## config.mk

```make
export PLATFORM = sky130hd
export DESIGN_NAME = decode_scoreboard
export DESIGN_NICKNAME = d
export VERILOG_FILES = /design/src/rtl/decode_scoreboard.sv
export SDC_FILE = /design/constraint.sdc
export NUM_CORES = 1
export LEC_CHECK = 0
export ABC_AREA = 1
export CORE_MARGIN = 1.5
export CORE_UTILIZATION = 40
export CTS_CLUSTER_DIAMETER = 50
export CTS_CLUSTER_SIZE = 30
export DETAILED_ROUTE_END_ITERATION = 10
export PLACE_DENSITY = 0.93
export SLEW_MARGIN = 20
export SYNTH_ARGS = -nofsm -noshare
export SYNTH_HDL_FRONTEND = slang
export SYNTH_SLANG_ARGS = --single-unit
```

## constraint.sdc

```tcl
create_clock -name clk -period 1.6 [get_ports clk]
set_clock_uncertainty 0.1 [all_clocks]
set_input_delay 0.16 -clock clk [delete_from_list [all_inputs] [get_ports clk]]
set_output_delay 0.16 -clock clk [all_outputs]
set_load 0.02 [all_outputs]
```

## src/rtl/decode_scoreboard.sv

```systemverilog
// -----------------------------------------------------------------------------
// decode_scoreboard
//
// Hazard / forwarding scoreboard for the decode stage. It keeps a shift register
// of in-flight destination registers, one entry per downstream stage
// (stage 0 = EX, 1 = MEM, 2 = WB, ...). For each source operand it selects the
// youngest matching stage as the forwarding source. A load that is still too
// young to forward causes a load-use stall. A HALT drains the pipe.
//
// fwd_sel encoding per source: 0 = register file, k = stage k-1.
//
// Optional feature macro: SCOREBOARD_PERF_EN
//   defined     -> saturating hazard_cnt / stall_cnt performance counters
//   not defined -> counter flops removed, hazard_cnt / stall_cnt tied to 0
// -----------------------------------------------------------------------------
module decode_scoreboard #(
  parameter int REGW       = 5,
  parameter int FWD_STAGES = 3,
  parameter int LOAD_LAT   = 2,
  parameter int NUM_SRC    = 2,
  parameter int CNTW       = 32
) (
  input  logic                                        clk,
  input  logic                                        reset,
  input  logic                                        dec_valid,
  input  logic [NUM_SRC*REGW-1:0]                     dec_src,
  input  logic [NUM_SRC-1:0]                          dec_src_used,
  input  logic [REGW-1:0]                             dec_rd,
  input  logic                                        dec_wr,
  input  logic                                        dec_is_load,
  input  logic                                        dec_halt,
  input  logic                                        flush,
  output logic [NUM_SRC*$clog2(FWD_STAGES+1)-1:0]     fwd_sel,
  output logic                                        stall,
  output logic                                        issue,
  output logic                                        halt_done,
  output logic [CNTW-1:0]                             hazard_cnt,
  output logic [CNTW-1:0]                             stall_cnt
);

  localparam int SELW = $clog2(FWD_STAGES+1);

  // RUN: normal issue. DRAIN: HALT has issued, wait for the pipe to empty.
  // HALTED: pipe empty, only reset leaves this state.
  typedef enum logic [1:0] {
    ST_RUN    = 2'd0,
    ST_DRAIN  = 2'd1,
    ST_HALTED = 2'd2
  } state_t;

  state_t state;
  state_t state_nxt;

  // In-flight stage entries: valid/is_load are control, rd is payload.
  logic [FWD_STAGES-1:0] stg_valid;
  logic [FWD_STAGES-1:0] stg_load;
  logic [REGW-1:0]       stg_rd [FWD_STAGES];

  // Per-source load-use indication (winning match is a load that is too young).
  logic [NUM_SRC-1:0]    load_use;
  logic                  any_load_use;

  // An entry only becomes valid when it really writes a non-zero register.
  logic                  new_valid;
  assign new_valid = issue & dec_wr & (dec_rd != '0);

  // ---------------------------------------------------------------------------
  // Forwarding select: scan oldest to youngest so the youngest match wins.
  // ---------------------------------------------------------------------------
  // NOTE: every output of this block gets a default before the loops, so no
  // path leaves a variable unassigned and no latch is inferred.
  always_comb begin
    fwd_sel  = '0;
    load_use = '0;
    for (int i = 0; i < NUM_SRC; i++) begin
      for (int s = FWD_STAGES - 1; s >= 0; s--) begin
        if (dec_src_used[i] &&
            (dec_src[i*REGW +: REGW] != '0) &&
            stg_valid[s] &&
            (stg_rd[s] == dec_src[i*REGW +: REGW])) begin
          fwd_sel[i*SELW +: SELW] = SELW'(s + 1);
          load_use[i]             = stg_load[s] && (s < LOAD_LAT);
        end
      end
    end
  end

  assign any_load_use = |load_use;

  // ---------------------------------------------------------------------------
  // FSM next state plus stall / issue decode. flush outranks stall; in DRAIN
  // and HALTED nothing issues and nothing stalls.
  // ---------------------------------------------------------------------------
  always_comb begin
    state_nxt = state;
    stall     = 1'b0;
    issue     = 1'b0;
    unique case (state)
      ST_RUN: begin
        stall = dec_valid & any_load_use & ~flush;
        issue = dec_valid & ~any_load_use & ~flush;
        if (dec_halt && issue) begin
          state_nxt = ST_DRAIN;
        end
      end
      ST_DRAIN: begin
        if (stg_valid == '0) begin
          state_nxt = ST_HALTED;
        end
      end
      ST_HALTED: begin
        state_nxt = ST_HALTED;
      end
      default: begin
        state_nxt = ST_RUN;
      end
    endcase
  end

  // FSM state register; halt_done is decoded straight from this flop.
  // NOTE: sequential state uses non-blocking assignments so every flop samples
  // the pre-edge values regardless of statement order.
  always_ff @(posedge clk) begin
    if (reset) begin
      state <= ST_RUN;
    end else begin
      state <= state_nxt;
    end
  end

  assign halt_done = (state == ST_HALTED);

  // Control part of the stage shift register: shift every cycle, bubble in
  // stage 0 unless an instruction issues.
  always_ff @(posedge clk) begin
    if (reset) begin
      stg_valid <= '0;
      stg_load  <= '0;
    end else begin
      for (int s = FWD_STAGES - 1; s >= 1; s--) begin
        stg_valid[s] <= stg_valid[s-1];
        stg_load[s]  <= stg_load[s-1];
      end
      stg_valid[0] <= new_valid;
      stg_load[0]  <= new_valid & dec_is_load;
    end
  end

  // Payload part of the stage shift register.
  // NOTE: rd is not reset; it is never looked at while its valid bit is 0,
  // so clearing it would only add reset fan-out.
  always_ff @(posedge clk) begin
    for (int s = FWD_STAGES - 1; s >= 1; s--) begin
      stg_rd[s] <= stg_rd[s-1];
    end
    stg_rd[0] <= dec_rd;
  end

`ifdef SCOREBOARD_PERF_EN
  // ---------------------------------------------------------------------------
  // Saturating performance counters.
  // ---------------------------------------------------------------------------
  logic [CNTW-1:0] hazard_q;
  logic [CNTW-1:0] stall_q;

  // Count issuing cycles that forward at least one operand, and stall cycles.
  always_ff @(posedge clk) begin
    if (reset) begin
      hazard_q <= '0;
      stall_q  <= '0;
    end else begin
      if (issue && (fwd_sel != '0) && (hazard_q != '1)) begin
        hazard_q <= hazard_q + 1'b1;
      end
      if (stall && (stall_q != '1)) begin
        stall_q <= stall_q + 1'b1;
      end
    end
  end

  assign hazard_cnt = hazard_q;
  assign stall_cnt  = stall_q;
`else
  assign hazard_cnt = '0;
  assign stall_cnt  = '0;
`endif

endmodule

```

==> summary.txt <==
status - finished with violations
failing checks - setup timing
TritonCTS buffer count - 3
GPL Wtd Cong - 0.9606
final setup violation count - 10
RSZ-0062 raised after global routing - true
Yosys reg bits - 22
DRT iter0 DRCs - 55
ys async rst share - 0
CP max FO - 4
Yosys warnings - 0
Post-Route Utilization - 0.5560
top cell type's share of synthesized area - 0.2639
Slew @ Worst Pin - 0.6124 ns
n_diodes - 0
Clk Latency, worst-skew pair - 0.27 ns
Layout area overhead - 32.99%
top post-synthesis cells by count - nand2_1, buf_4, inv_1, nor2_1, dfxtp_1
Final Worst Setup Slack - -0.2922 ns
CTS tree - built
Leak - 1.319 nW
io pins - 95
Slew Viols, Final - 0
Post-DP Area - 2122 um^2
wire length per cell - 11.24 um
largest area contributor in the netlist - buf_4
Slew Limit Headroom - 0.5866
Final period util - 1.183
mapped cell area - 1820 um^2
post-route minimum period - 1.892 ns
CTS root buffer - clkbuf_8
Cells after Synth - 273
final hold vios - 0
CP endpoint kind - output pin
post-layout instance area - 2421 um^2
input/output buffers - 30
DRC viols - 0
Hold Crit Class - input pin to register
GRT Total Usage - 0.1653
clk sink count - 22
detailed placement HPWL - 3319 um
Cell variety after synth - 33
initial antenna violation count - 0
Pwr Density - 818.2 nW/um^2
syn avg cell area - 6.668 um^2
Initial Utilization - 0.4181
number of flops mapped to enable cells by yosys - 0
nets - 366
Req. time, crit path - 1.34 ns
routed wire length - 4383 um
vias in the first global route - 1556
largest cells by area after synthesis - buf_4, dfxtp_1, nand2_1
WP data arrival - 1.63 ns
die area - 4965 um^2
MaxCap Viol Count - 0
core area - 4354 um^2
GRT Residual Overflow - 0
die span in x - 70.46 um
FMAX - 528.5 MHz
CTS clk-pin slew, worst paths - 0.08 ns
# rows - 24
DR vias/cell - 4.326
global-route wire length before repair - 6561 um
first-pass iteration count of the detailed router - 4
H-tree depth - 1
top-count cell post-synth - nand2_1
clk buf depth - 2
CP Launch Type - register
layout cells sized above 1 - 0.3550
peak supply drop - 0.5511 mV
DRT antenna net count - 0
pin count of the biggest net entering global routing - 14
Crit Path Category - register to output pin
vias - 1687
Die Y - 70.46 um
sequential cell area fraction in the yosys report - 0.2419
ys flop type - dfxtp_1
## power by group
| group | internal [W] | total [W] | switching (W) |
|---|---|---|---|
| Combinational | 0.000329 | 0.000817 | 0.000488 |
| Clock | 0.000335 | 0.000529 | 0.000194 |
| Sequential | 0.000597 | 0.000636 | 0.0000388 |
## worst paths after layout
path                startpoint       endpoint  slack [ns]  cells past startpoint
setup reg to reg  stg_rd[0][7]       state[1]       -0.29                     15
setup / recovery  stg_rd[0][7]     fwd_sel[2]       -0.29                     10
hold reg to reg   stg_rd[0][6]  stg_rd[0][11]        0.28                      0
hold / removal       dec_rd[1]   stg_rd[0][1]        0.26                      1
## critical path, stage by stage (launching register included)
cell and delay (ns):
dfxtp_4 0.38, inv_2 0.04, nand2_1 0.05, nand2_1 0.05, nor2_1 0.08, nand2_1 0.08, nor2_2 0.13, nand3_2 0.12
buf_4 0.16, a21boi_1 0.12, buf_4 0.16
## routing by layer
layer | up-vias | part of all wire | global-route usage
met3 | 13 | 0.067 | 0.02453
met4 | 0 | 0.031 | 0.08761
met1 | 748 | 0.38 | 0.1958
li1 | 841 | - | -
met2 | 85 | 0.52 | 0.2851
met5 | - | 0 | 0
## registers in the layout (all words and copies together), names as in the netlist
signal and count:
stg_rd 15, stg_load 2, state 2, stg_valid 3
## layout by cell type, fill, tap and decap left out, types with 7 or more instances in the layout
master           count
inv_1               19
nand2_2             15
nor2_1              18
conb_1              64
dlygate4sd2_1       10
buf_6                9
dfxtp_1             10
nand2_1             51
nor2_2               7
dfxtp_2              8
buf_4               29
inv_2               20
clkdlybuf4s50_1     13
## metrics by stage
step / power [W] / hold slack (ns) / std cells / worst slack [ns] / TNS, ns
3_5_place_dp: 0.001373 / 0.2639 / 378 / -0.8754 / -6.640
2_1_floorplan: 0.001202 / 0.08772 / 336 / 0.02281 / 0
3_3_place_gp: 0.001335 / 0.2589 / 378 / -0.8435 / -6.252
5_1_grt: 0.002083 / 0.2672 / 390 / -0.3720 / -3.110
6_report: 0.001981 / 0.2591 / 390 / -0.2922 / -2.301
4_1_cts: 0.001924 / 0.2666 / 386 / -0.2671 / -1.792
## timing repair
| item | CTS | global route |
|---|---|---|
| setup buffers | 4 | 5 |
| endpoints found under the setup margin | 11 | 11 |
| pin swaps | 11 | 19 |
| hold buffers | 0 | 0 |
| gates resized for setup | 74 | 48 |
## layout make-up
class | count | area, um^2
clock buffer | 3 | 41.29
fill | 390 | 1933
timing repair buffer | 62 | 546.8
multi-input combinational | 210 | 1120
inverter | 40 | 152.6
tap | 52 | 65.06
clock inverter | 1 | 30.03
sequential | 22 | 465.4
## cells by family after synthesis
logic type | after synthesis | synth area share
adders and majority gates | 3 | 0.02062
AOI/OAI and AO/OA | 19 | 0.06667
other | 1 | 0.002060
xor gates and xnor gates | 6 | 0.02887
DFF | 22 | 0.2419
and+or+nand+nor | 118 | 0.2935
buffers and inverters | 104 | 0.3464
Note: power is estimated with default switching activity, not from simulation.
